### src/rtl/sub_serial_bla_if.sv
// Port bundle for the nibble-serial subtractor: request/operands in,
// status/result/flags out, plus FSM observation signals.
interface sub_serial_bla_if #(
    parameter int WIDTH = 32
);
    localparam int NIB = WIDTH / 4;
    localparam int KW  = $clog2(NIB);

    // Handshake: a request is taken on any rising edge where start = 1 and
    // busy = 0; start is ignored while busy = 1. done pulses for exactly one
    // cycle when d/bo/ovf/zero hold the completed result.
    logic             start;
    logic [WIDTH-1:0] a;
    logic [WIDTH-1:0] b;
    logic             bin;
    logic             busy;
    logic             done;
    logic [WIDTH-1:0] d;
    logic             bo;
    logic             ovf;
    logic             zero;
    logic             dbg_exec;
    logic [KW-1:0]    dbg_k;

    modport master (
        output start, a, b, bin,
        input  busy, done, d, bo, ovf, zero, dbg_exec, dbg_k
    );

    modport slave (
        input  start, a, b, bin,
        output busy, done, d, bo, ovf, zero, dbg_exec, dbg_k
    );
endinterface

### src/rtl/sub_serial_bla.sv
// Nibble-serial subtractor: D = A - B - BIN, one 4-bit look-ahead step per
// clock (A + ~B + ~borrow), with registered borrow/overflow/zero flags.
module sub_serial_bla #(
    parameter int WIDTH = 32
) (
    input  logic             clk,
    input  logic             reset,
    sub_serial_bla_if.slave  bus
);
    localparam int NIB = WIDTH / 4;
    localparam int KW  = $clog2(NIB);
    localparam logic [KW-1:0] K_LAST = KW'(NIB - 1);

    typedef enum logic {
        IDLE = 1'b0,
        EXEC = 1'b1
    } state_t;

    state_t           state;
    state_t           state_next;

    logic [KW-1:0]    k;
    logic             borrow;
    logic [WIDTH-1:0] a_q;
    logic [WIDTH-1:0] b_q;
    logic [WIDTH-1:0] d_q;
    logic             bo_q;
    logic             ovf_q;
    logic             zero_q;
    logic             done_q;

    logic             accept;
    logic             step;
    logic             last;
    logic [3:0]       a_nib;
    logic [3:0]       b_nib;
    logic [4:0]       nib_res;
    logic [WIDTH-1:0] d_step;

    // 4-bit generate/propagate look-ahead; returns {carry_out, sum}.
    function automatic logic [4:0] cla4(input logic [3:0] x, input logic [3:0] y,
                                        input logic cin);
        logic [3:0] g;
        logic [3:0] p;
        logic [4:0] c;
        g    = x & y;
        p    = x ^ y;
        c[0] = cin;
        c[1] = g[0] | (p[0] & c[0]);
        c[2] = g[1] | (p[1] & g[0]) | (p[1] & p[0] & c[0]);
        c[3] = g[2] | (p[2] & g[1]) | (p[2] & p[1] & g[0]) | (p[2] & p[1] & p[0] & c[0]);
        c[4] = g[3] | (p[3] & g[2]) | (p[3] & p[2] & g[1]) | (p[3] & p[2] & p[1] & g[0])
             | (p[3] & p[2] & p[1] & p[0] & c[0]);
        return {c[4], p ^ c[3:0]};
    endfunction

    always_ff @(posedge clk) begin
        if (reset) begin
            state <= IDLE;
        end else begin
            state <= state_next;
        end
    end

    always_comb begin
        state_next = state;
        accept     = 1'b0;
        step       = 1'b0;
        last       = 1'b0;
        case (state)
            IDLE: begin
                if (bus.start) begin
                    accept     = 1'b1;
                    state_next = EXEC;
                end
            end
            EXEC: begin
                step = 1'b1;
                if (k == K_LAST) begin
                    last       = 1'b1;
                    state_next = IDLE;
                end
            end
            default: state_next = IDLE;
        endcase
    end

    // Nibble k of the latched operands, selected by the step counter.
    always_comb begin
        a_nib = '0;
        b_nib = '0;
        for (int i = 0; i < NIB; i++) begin
            if (k == KW'(i)) begin
                a_nib = a_q[4*i +: 4];
                b_nib = b_q[4*i +: 4];
            end
        end
    end

    // Subtraction as addition: invert the subtrahend, carry-in is NOT borrow.
    assign nib_res = cla4(a_nib, ~b_nib, ~borrow);

    always_comb begin
        d_step = d_q;
        for (int i = 0; i < NIB; i++) begin
            if (k == KW'(i)) begin
                d_step[4*i +: 4] = nib_res[3:0];
            end
        end
    end

    always_ff @(posedge clk) begin
        if (reset) begin
            k      <= '0;
            borrow <= 1'b0;
            a_q    <= '0;
            b_q    <= '0;
            d_q    <= '0;
            bo_q   <= 1'b0;
            ovf_q  <= 1'b0;
            zero_q <= 1'b0;
            done_q <= 1'b0;
        end else begin
            done_q <= last;
            if (accept) begin
                a_q    <= bus.a;
                b_q    <= bus.b;
                borrow <= bus.bin;
                k      <= '0;
                d_q    <= '0;
            end
            if (step) begin
                d_q    <= d_step;
                borrow <= ~nib_res[4];
                k      <= last ? '0 : k + KW'(1);
            end
            // Flags are taken from the fully assembled difference.
            if (last) begin
                bo_q   <= ~nib_res[4];
                ovf_q  <= (a_q[WIDTH-1] != b_q[WIDTH-1]) && (d_step[WIDTH-1] != a_q[WIDTH-1]);
                zero_q <= (d_step == '0);
            end
        end
    end

    assign bus.busy     = (state == EXEC);
    assign bus.done     = done_q;
    assign bus.d        = d_q;
    assign bus.bo       = bo_q;
    assign bus.ovf      = ovf_q;
    assign bus.zero     = zero_q;
    assign bus.dbg_exec = (state == EXEC);
    assign bus.dbg_k    = k;
endmodule

### src/flat_wrapper.sv
// flat-port wrapper written by rule: the top's interface ports become plain ports
module sub_serial_bla_flat 
#(
    parameter int WIDTH = 32
)
  (clk, reset, bus_start, bus_a, bus_b, bus_bin, bus_busy, bus_done, bus_d, bus_bo, bus_ovf, bus_zero, bus_dbg_exec, bus_dbg_k);
  sub_serial_bla_if #(.WIDTH(WIDTH)) bus_i ();
  input  logic clk;
  input  logic reset;
  input wire logic [$bits(bus_i.start)-1:0] bus_start;
  input wire logic [$bits(bus_i.a)-1:0] bus_a;
  input wire logic [$bits(bus_i.b)-1:0] bus_b;
  input wire logic [$bits(bus_i.bin)-1:0] bus_bin;
  output wire logic [$bits(bus_i.busy)-1:0] bus_busy;
  output wire logic [$bits(bus_i.done)-1:0] bus_done;
  output wire logic [$bits(bus_i.d)-1:0] bus_d;
  output wire logic [$bits(bus_i.bo)-1:0] bus_bo;
  output wire logic [$bits(bus_i.ovf)-1:0] bus_ovf;
  output wire logic [$bits(bus_i.zero)-1:0] bus_zero;
  output wire logic [$bits(bus_i.dbg_exec)-1:0] bus_dbg_exec;
  output wire logic [$bits(bus_i.dbg_k)-1:0] bus_dbg_k;
  assign bus_i.start = bus_start;
  assign bus_i.a = bus_a;
  assign bus_i.b = bus_b;
  assign bus_i.bin = bus_bin;
  assign bus_busy = bus_i.busy;
  assign bus_done = bus_i.done;
  assign bus_d = bus_i.d;
  assign bus_bo = bus_i.bo;
  assign bus_ovf = bus_i.ovf;
  assign bus_zero = bus_i.zero;
  assign bus_dbg_exec = bus_i.dbg_exec;
  assign bus_dbg_k = bus_i.dbg_k;
  sub_serial_bla #(.WIDTH(WIDTH)) u_core (.clk(clk), .reset(reset), .bus(bus_i));
endmodule
### config.mk
export PLATFORM = sky130hd
export DESIGN_NAME = sub_serial_bla_flat
export DESIGN_NICKNAME = d
export VERILOG_FILES = /design/src/rtl/sub_serial_bla_if.sv /design/src/rtl/sub_serial_bla.sv /design/src/flat_wrapper.sv
export SDC_FILE = /design/constraint.sdc
export NUM_CORES = 1
export LEC_CHECK = 0
export CORE_UTILIZATION = 57
export CTS_CLUSTER_DIAMETER = 50
export DETAILED_ROUTE_END_ITERATION = 10
export DONT_BUFFER_PORTS = 1
export GPL_TIMING_DRIVEN = 0
export PLACE_DENSITY = 0.78
export SLEW_MARGIN = 40
export SYNTH_ARGS = -nofsm -noshare
export SYNTH_HDL_FRONTEND = slang
export SYNTH_SLANG_ARGS = --single-unit
### constraint.sdc
create_clock -name clk -period 3.6 [get_ports clk]
set_clock_uncertainty 0.15 [all_clocks]
set_input_delay 0.18 -clock clk [delete_from_list [all_inputs] [get_ports clk]]
set_output_delay 0.18 -clock clk [all_outputs]
set_load 0.005 [all_outputs]
* Word level (Yosys, flattened, before mapping)
Index checks and enable logic that the tools add are counted.
** Cells by class
- Add/subtract/negate cells :: 1
- Equality and inequality tests :: 9
- Mux-type cells :: 38
- Bitwise operators :: 33
- Reductions and logical operators :: 4
** Operators by type and width (number)
- 4-bit two-way mux :: 24
- 32-bit two-way mux :: 2
- 32-bit logical NOT :: 1
- 1-bit AND :: 16
- 3-bit == test (second input constant) :: 4
- 1-bit OR :: 10
- 3-bit two-way mux :: 3
- 1-bit two-way mux :: 8
- 4-bit XOR :: 2
- 3-bit by 2-bit == test with 1-bit output (second input constant) :: 2
- 4-bit AND :: 1
- 4-bit NOT :: 1
- 3-bit by 1-bit adder with 3-bit output (second input constant) :: 1
- 3-bit by 1-bit == test with 1-bit output (second input constant) :: 1
- 3-bit logical NOT :: 1
- 1-bit NOT :: 3
- 1-bit != test :: 2
- 1-bit one-hot mux with 2 select lines :: 1
- 2-bit nonzero test :: 1
- 1-bit logical AND :: 1
** Storage, ports and cells
- Flip-flop bits (word level) :: 105
- Bits of input ports :: 68
- Output and inout bits :: 41

* Logic depth before layout (Yosys ltp)
Gate-level depths: netlist of the first run.
- Word-level depth :: 19
- Gate-level depth with buffers :: 18

* Least setup slack after synthesis of the first run
Ideal clock, no wire load.
- Path type :: reg2reg
- Start point :: register u_core.k[0] (netlist: u_core.bus.dbg_k[0])
- End point :: register u_core.zero_q (netlist: u_core.bus.zero)
- Library setup time :: 0.069 ns
- Data arrival time :: 3.585 ns
- Data required time :: 3.381 ns
- Slack :: -0.204 ns
- Stages on the path, launching flop included :: 17
- Period minus slack after synthesis :: 3.804 ns
- Cells stage by stage :: dfxtp_1 ha_1 clkbuf_1 clkbuf_1 o21ai_1 o211ai_1 o2bb2ai_1 o211ai_1 and2_1 fa_1 clkbuf_1 nand3_1 o31a_1 o21ai_1 o2111ai_1 or4_1 o21ai_1
** On the way
- Cells in the longest elaborated chain, start to end :: 18
- Elaborated cells on any way between the ends :: 54
- Classes of those cells :: eq/ne: 7; mux: 26; bitwise: 19; reduce/logical: 2
** Ends and longest elaborated chain
- from (decl) :: line sub_serial_bla.sv:22 : logic [KW-1:0] k;
- from (signal assigned) :: line sub_serial_bla.sv:135 : k <= last ? '0 : k + KW'(1);
- 3-bit logical NOT :: line sub_serial_bla.sv:93, sub_serial_bla.sv:106
- 4-bit two-way mux (8 in series) :: line sub_serial_bla.sv:93 : if (k == KW'(i)) begin
- 4-bit NOT :: line sub_serial_bla.sv:101 : assign nib_res = cla4(a_nib, ~b_nib, ~borrow);
- 4-bit XOR / 4-bit AND (equally long branches) :: line sub_serial_bla.sv:47, sub_serial_bla.sv:46
- 1-bit AND :: line sub_serial_bla.sv:51 : c[3] = g[2] | (p[2] & g[1]) | (p[2] & p[1] & g[0]) | (p[2] & p[1] & p[0] & c[0]);
- 1-bit OR / 1-bit AND (equally long branches) (2 in series) :: line sub_serial_bla.sv:51
- 1-bit OR :: line sub_serial_bla.sv:51
- 4-bit XOR :: line sub_serial_bla.sv:54 : return {c[4], p ^ c[3:0]};
- 4-bit two-way mux :: line sub_serial_bla.sv:106 : if (k == KW'(i)) begin
- 32-bit logical NOT :: line sub_serial_bla.sv:141 : zero_q <= (d_step == '0);
- to (signal assigned) :: line sub_serial_bla.sv:141
- to (decl) :: line sub_serial_bla.sv:29 : logic zero_q;
Parallel ways exist; a longest one is shown, timed or not.
A chain may end at the register's enable or synchronous reset.

* Worst setup path in the final report of the first run
- Start point :: register u_core.k[1] (netlist: u_core.bus.dbg_k[1])
- End point :: register u_core.zero_q (netlist: u_core.bus.zero)
Same word-level chain as after synthesis.

==> results of run 1 <==
-- metal layers --
metal	routed length (um)	share of wire, %
met1	6038	37
met2	7849	49
met3	1487	9.2
met4	731	4.5
met5	0	0
-- tightest hold or removal path, delay by kind of cell --
kind / cells / cell delay [ps]
compound gates: 1 / 180
simple gates: 2 / 150
-- layout by cell type, fill, tap and decap left out, types with 3 or more instances in the layout --
| cell type | Yosys | layout |
|---|---|---|
| a21o_1 | 6 | 6 |
| a21oi_1 | 86 | 82 |
| a21oi_2 | 0 | 4 |
| a221o_1 | 3 | 3 |
| a22oi_1 | 32 | 19 |
| a22oi_2 | 0 | 13 |
| a31oi_1 | 3 | 3 |
| and2_1 | 5 | 4 |
| and3b_1 | 7 | 7 |
| buf_4 | 2 | 20 |
| buf_6 | 2 | 3 |
| clkbuf_1 | 40 | 28 |
| clkbuf_4 | 0 | 3 |
| clkbuf_8 | 0 | 15 |
| dfxtp_1 | 105 | 102 |
| dfxtp_4 | 0 | 3 |
| dlygate4sd3_1 | 0 | 66 |
| ha_1 | 11 | 5 |
| ha_4 | 0 | 4 |
| nand2_1 | 155 | 154 |
| nand2_2 | 3 | 3 |
| nand2b_1 | 9 | 9 |
| nand3_1 | 4 | 4 |
| nor2_1 | 65 | 60 |
| nor2_4 | 0 | 3 |
| nor2b_1 | 6 | 5 |
| o211ai_1 | 10 | 10 |
| o21ai_0 | 8 | 8 |
| o21ai_1 | 11 | 7 |
| o21ai_2 | 0 | 4 |
| o22ai_1 | 4 | 4 |
-- cell usage after synthesis, drive strengths merged, types with 2 or more instances --
master | number | area [um^2]
o22ai | 4 | 25.02
inv | 5 | 18.76
and3b | 7 | 61.31
or2 | 2 | 12.52
a31oi | 3 | 18.77
buf | 5 | 41.28
a221o | 3 | 30.03
nand2 | 158 | 600.6
o21ai | 19 | 95.09
o2111ai | 4 | 35.03
nand2b | 9 | 56.30
dfxtp | 105 | 2102
nor3 | 2 | 10.01
a221oi | 3 | 26.28
a21o | 6 | 45.04
o2bb2ai | 2 | 17.52
nor2 | 65 | 244.0
a21oi | 86 | 430.4
o211ai | 10 | 75.07
clkbuf | 40 | 150.1
nor2b | 6 | 37.54
nand3 | 4 | 20.02
or3 | 2 | 12.51
or4 | 2 | 15.01
ha | 11 | 137.6
and2 | 6 | 40.04
o31a | 2 | 17.52
a211oi | 2 | 15.01
o311ai | 3 | 26.28
a22oi | 32 | 240.2
nor4bb | 2 | 20.02
-- power groups by stage --
stage          Combinational [mW]  Clock (mW)  Sequential [mW]
5_1_grt                     0.626       0.792             1.26
6_report                    0.589       0.752             1.25
4_1_cts                     0.486       0.737             1.25
3_5_place_dp                0.355           0             1.27
2_1_floorplan               0.271           0             1.26
3_3_place_gp                0.347           0             1.27
-- registers in the layout, summed over array words and instances (netlist names) --
register          count
u_core.a_q           32
u_core.bus.zero       1
u_core.bus.done       1
u_core.bus.ovf        1
u_core.b_q           32
u_core.bus.d         32
u_core.bus.busy       1
u_core.bus.dbg_k      3
u_core.bus.bo         1
u_core.borrow         1
-- path summary, 6_finish.rpt --
path / startpoint / cells past startpoint / slack, ps / end
setup / recovery: u_core.bus.dbg_k[1] / 16 / -150 / u_core.bus.zero
hold reg to reg: u_core.a_q[26] / 2 / 310 / u_core.a_q[26]
hold / removal: bus_start / 3 / 20 / u_core.bus.dbg_k[0]
setup reg to reg: u_core.bus.dbg_k[1] / 16 / -150 / u_core.bus.zero
-- per-stage QoR --
stage               worst slack (ps)  power (mW)  std cells  instance area, um^2  hold WS, ps
floorplan                      47.19       1.535        626                 4841        166.0
finish                        -153.5       2.592        833                 6419        16.99
global placement              -747.7       1.620        731                 4972        168.7
detailed placement            -776.3       1.630        731                 4972        172.6
global route                  -273.5       2.677        833                 6419        74.56
CTS                           -183.6       2.472        825                 6178        11.23
-- cell families after synthesis --
group | share of synthesized area [%]
AND/OR/NAND/NOR | 24.02
AO/OA/AOI/OAI | 24.02
flip-flops | 43.53
buffers and inverters | 4.353
adder cells (fa/ha/maj) | 3.265
XOR/XNOR | 0.3629
multiplexers | 0.4405
-- what timing repair did --
item,4_1_cts,5_1_grt
setup buffers,12,8
hold buffers,66,0
gates cloned,2,0
endpoints found under the setup margin,35,19
resized for setup,59,39
pin swaps,14,24
hold endpoints to repair,67,0
-- area by class of cell --
cell class              instances  area share (%)
multi-input cells             471           43.72
flip-flops and latches        105           32.92
repair buffers                 88           13.26
plain buffers                  43           4.600
clock buffers                  11           2.203
well taps                     105           2.047
clock inverters                 4          0.8382
inverters                       5          0.3704
diodes                          1         0.03899
==> run metrics, run 1 <==
Mean Syn Cell Area=7.713 um^2; Vias/cell=6.217; worst relative slew slack=51.38%; CTS root buf=clkbuf_8; Buffers on Ports=0; Placer Congestion=0.9182; asr flop ratio synth=0%; DRC viols=0; die outline width=94.04 um; Max Cap Viol=0; number of fill cells in the layout=575; Final Max Slew Viols=0; Multi-input gate area=0.002806 mm^2; crit path launch type=flip-flop; combinational share of power=22.7%; Sw Share=29.55%; number of global-route vias before repair=4895; Clock power frac=29.0%; mean routed wirelength per cell=19.34 um; Crit path required time=3760 ps; Row Count=33; total net switching power=0.7661 mW; grt met3 use=7.039%; register area=0.002113 mm^2; Reg clk slew, reported paths=100 ps; Final Util=78.12%; Crit. End Element=flip-flop; P_int=1.826 mW; Seq/Total Area, Yosys=43.53%; Die ar.=0.008843 mm^2; final-stage net count=803; Sink Count=105; first-pass GRT wire length=24.48 mm; crit path DAT=3920 ps; I/O pins=109; Die Height=94.04 um; gr ovfl total=0; RSZ-0062 raised after global routing=yes; number of DRC markers in iteration 0=386; setup violators final=1; Max Fclk=266.4 MHz; Synth Warn #=0; Antenna Nets Post-Route=0; Max Root-Sink Buffers=2; critical path class=flip-flop to flip-flop; leak pwr=2.400 nW; Post-synth top flop=dfxtp_1; Post-synth EDFFs=0; WL final=16.11 mm; TritonCTS buffer count=9; crit path buf inv count=4; DP HPWL=10.14 mm; status=finished with violations; CTS tree=yes; Post-Syn Instances=626; TritonRoute pass-1 iters=8; final hold vios=0; Synth Register Bits=105; Worst path max stage delay=540 ps; largest net degree at the start of global routing=17; Worst-Margin Slew=721.7 ps; Pwr Density=403.9 mW/mm^2; core area=0.008217 mm^2; Worst IR Drop VDD=0.0002536 V; critical path, cell by cell=inv_4 -> ha_4 -> clkbuf_16 -> clkbuf_16 -> nand2_4 -> o21ai_2 -> o211ai_1 -> o2bb2ai_1 -> o211ai_1 -> and2_4 -> fa_2 -> buf_8 -> o2111ai_2 -> a2111o_1 -> or4_4 -> o21ai_2; min cycle time layout=3753 ps; slowest stage cell, crit path=fa_2; worst hold path class=input port to flip-flop; grt peak-use layer=met2; area grow syn2layout=32.94%; setup TNS=-153.5 ps; final worst-path cycle share=104.3%; CP top delay family=compound AO/OA/AOI/OAI gates; failing checks=setup timing; H-tree lvl count=3; final worst setup slack=-153.5 ps; Netlist Area Pre-Place=0.004828 mm^2; Worst-Skew Late Latency=370 ps; Sequential Power Share=48.3%; met1 usage=41.52%; Tot GR Track Use=36.49%; Netlist cell types=54; Mapped Nets=706; via count=5179; Crit Path Max Fanout=8; initial antenna violation count=1; fraction of layout cells with a size suffix above 1=15.13%; GRT met2 Usage=64.36%; Starting Density=58.76%
Note: power is estimated with default switching activity, not from simulation.
==> run 2: changes to the inputs <==
Clock period 3.6 ns to 3.2 ns, I/O delays scaled along.
==> run metrics, run 2 (same netlist as run 1, synthesis figures left out) <==
status=finished with violations; failing checks=setup timing; worst r2r dst=u_core.bus.zero; number of global-route vias before repair=4887; number of fill cells in the layout=576; commonest non-fill, non-tap cells in the layout=nand2_1, dfxtp_1, a21oi_1; fin cells=829; DP HPWL=10.22 mm; Crit. End Element=flip-flop; crit path DAT=3910 ps; Reg clk slew, reported paths=120 ps; Crit path required time=3360 ps; die outline width=94.04 um; Sequential Power Share=48.1%; post-place setup slack=-740.2 ps; Sw Share=30.01%; DRC viols=0; Buffers on Ports=0; Worst-Skew Late Latency=380 ps; total net switching power=0.8799 mW; leak pwr=2.383 nW; CTS root buf=clkbuf_8; mean routed wirelength per cell=19.24 um; r2r worst-path depth=18; worst relative slew slack=52.42%; Tot GR Track Use=36.54%; Critical R2R Launch=u_core.bus.dbg_k[1]; H-tree lvl count=3; largest net degree at the start of global routing=18; combinational share of power=22.3%; final worst-path cycle share=117.1%; hold path depth=3; P_int=2.052 mW; Worst IR Drop VDD=0.0002592 V; Hold EP=u_core.bus.dbg_k[0]; TritonRoute pass-1 iters=8; setup TNS=-8443 ps; ANT cells=0; Placed Area=0.005076 mm^2; Worst path max stage delay=560 ps; Max Root-Sink Buffers=2; Final Cell Area=0.006390 mm^2; commonest non-fill, non-tap cell in the layout=nand2_1; core area=0.008217 mm^2; register area=0.002113 mm^2; RSZ-0062 raised after global routing=yes; setup slack, reg-to-reg=-550 ps; Starting Density=58.76%; Antenna Nets Post-Route=0; CTS tree=yes; critical path class=flip-flop to flip-flop; Pwr Density=458.9 mW/mm^2; Hold WS=26.37 ps; gr ovfl total=0; TritonCTS buffer count=9; Max Cap Viol=0; final hold vios=0; final-stage net count=799; Die ar.=0.008843 mm^2; worst hold path class=input port to flip-flop; Die Height=94.04 um; setup violators final=20; number of DRC markers in iteration 0=357; area grow syn2layout=32.34%; first-pass GRT wire length=24.44 mm; fraction of layout cells with a size suffix above 1=14.78%; slowest stage cell, crit path=or4_4; worst hold start=bus_start; Vias/cell=6.089; Row Count=33; DP Cell Count=731; Worst-Margin Slew=711.1 ps; Crit Path Max Fanout=9; via count=5048; Clock power frac=29.7%; WL final=15.95 mm; initial antenna violation count=0; I/O pins=109; Max Fclk=266.9 MHz; critical path, cell by cell=inv_4 -> ha_4 -> clkbuf_16 -> clkbuf_16 -> nand2_4 -> o21ai_2 -> o211ai_1 -> o2bb2ai_1 -> o211ai_1 -> and2_1 -> fa_1 -> buf_8 -> nand3_1 -> o31a_1 -> o21ai_1 -> o2111ai_1 -> or4_4 -> o21ai_2; Sink Count=105; Placer Congestion=1.015; Multi-input gate area=0.002801 mm^2; final worst setup slack=-547.4 ps; min cycle time layout=3747 ps; crit path launch type=flip-flop; Final Max Slew Viols=0
==> run 2: cell type report <==
cell class	count	area share, %
inverters	5	0.4112
plain buffers	42	4.739
clock buffers	11	2.213
repair buffers	85	12.69
flip-flops and latches	105	33.07
well taps	105	2.056
multi-input cells	471	43.84
clock inverters	5	0.9790
==> run 2: worst max path at each step <==
stage	startpoint	cells past startpoint	endpoint	slack (ps)
after floorplan	u_core.bus.dbg_k[1]	18	u_core.bus.zero	-210
after global placement	u_core.bus.dbg_k[0]	15	u_core.bus.zero	-710
after detailed placement	u_core.bus.dbg_k[0]	15	u_core.bus.zero	-740
after CTS	u_core.bus.dbg_k[1]	16	u_core.bus.zero	-570
after global routing	u_core.bus.dbg_k[1]	18	u_core.bus.zero	-710
final	u_core.bus.dbg_k[1]	18	u_core.bus.zero	-550
==> run 2: repair_timing <==
| item | CTS | global route |
|---|---|---|
| hold endpoints to repair | 67 | 0 |
| endpoints found under the setup margin | 35 | 35 |
| gates cloned | 0 | 0 |
| setup buffers | 19 | 7 |
| hold buffers | 66 | 0 |
| gates resized for setup | 47 | 29 |
| pin swaps | 31 | 19 |
==> run 2: per-layer routing <==
metal | vias up | track usage, % | wire length (um)
met5 | - | 0 | 0
li1 | 2354 | - | -
met2 | 280 | 65.82 | 8041
met1 | 2352 | 40.94 | 6003
met4 | 0 | 17.31 | 644
met3 | 62 | 7.282 | 1264
==> run 2: power by group through the flow <==
stage | logic (mW) | registers (mW) | clock network (mW)
after detailed placement | 0.425 | 1.44 | 0
after floorplan | 0.328 | 1.42 | 0
after global placement | 0.416 | 1.43 | 0
final | 0.653 | 1.41 | 0.870
after CTS | 0.580 | 1.41 | 0.862
after global routing | 0.701 | 1.42 | 0.914
==> run 2: metrics by stage <==
stage	utilization, %	total power, mW
after floorplan	-	1.752
after global placement	61.78	1.849
after detailed placement	61.78	1.860
after CTS	75.86	2.847
after global routing	77.77	3.030
final	77.77	2.932
==> run 2: critical path: cells and delay by family, from the launching register on <==
| family | cells | cell delay [ps] |
|---|---|---|
| compound gates | 8 | 1010 |
| simple gates | 4 | 900 |
| buf+inv | 4 | 500 |
| fa+ha+maj | 2 | 700 |
| flops | 1 | 410 |
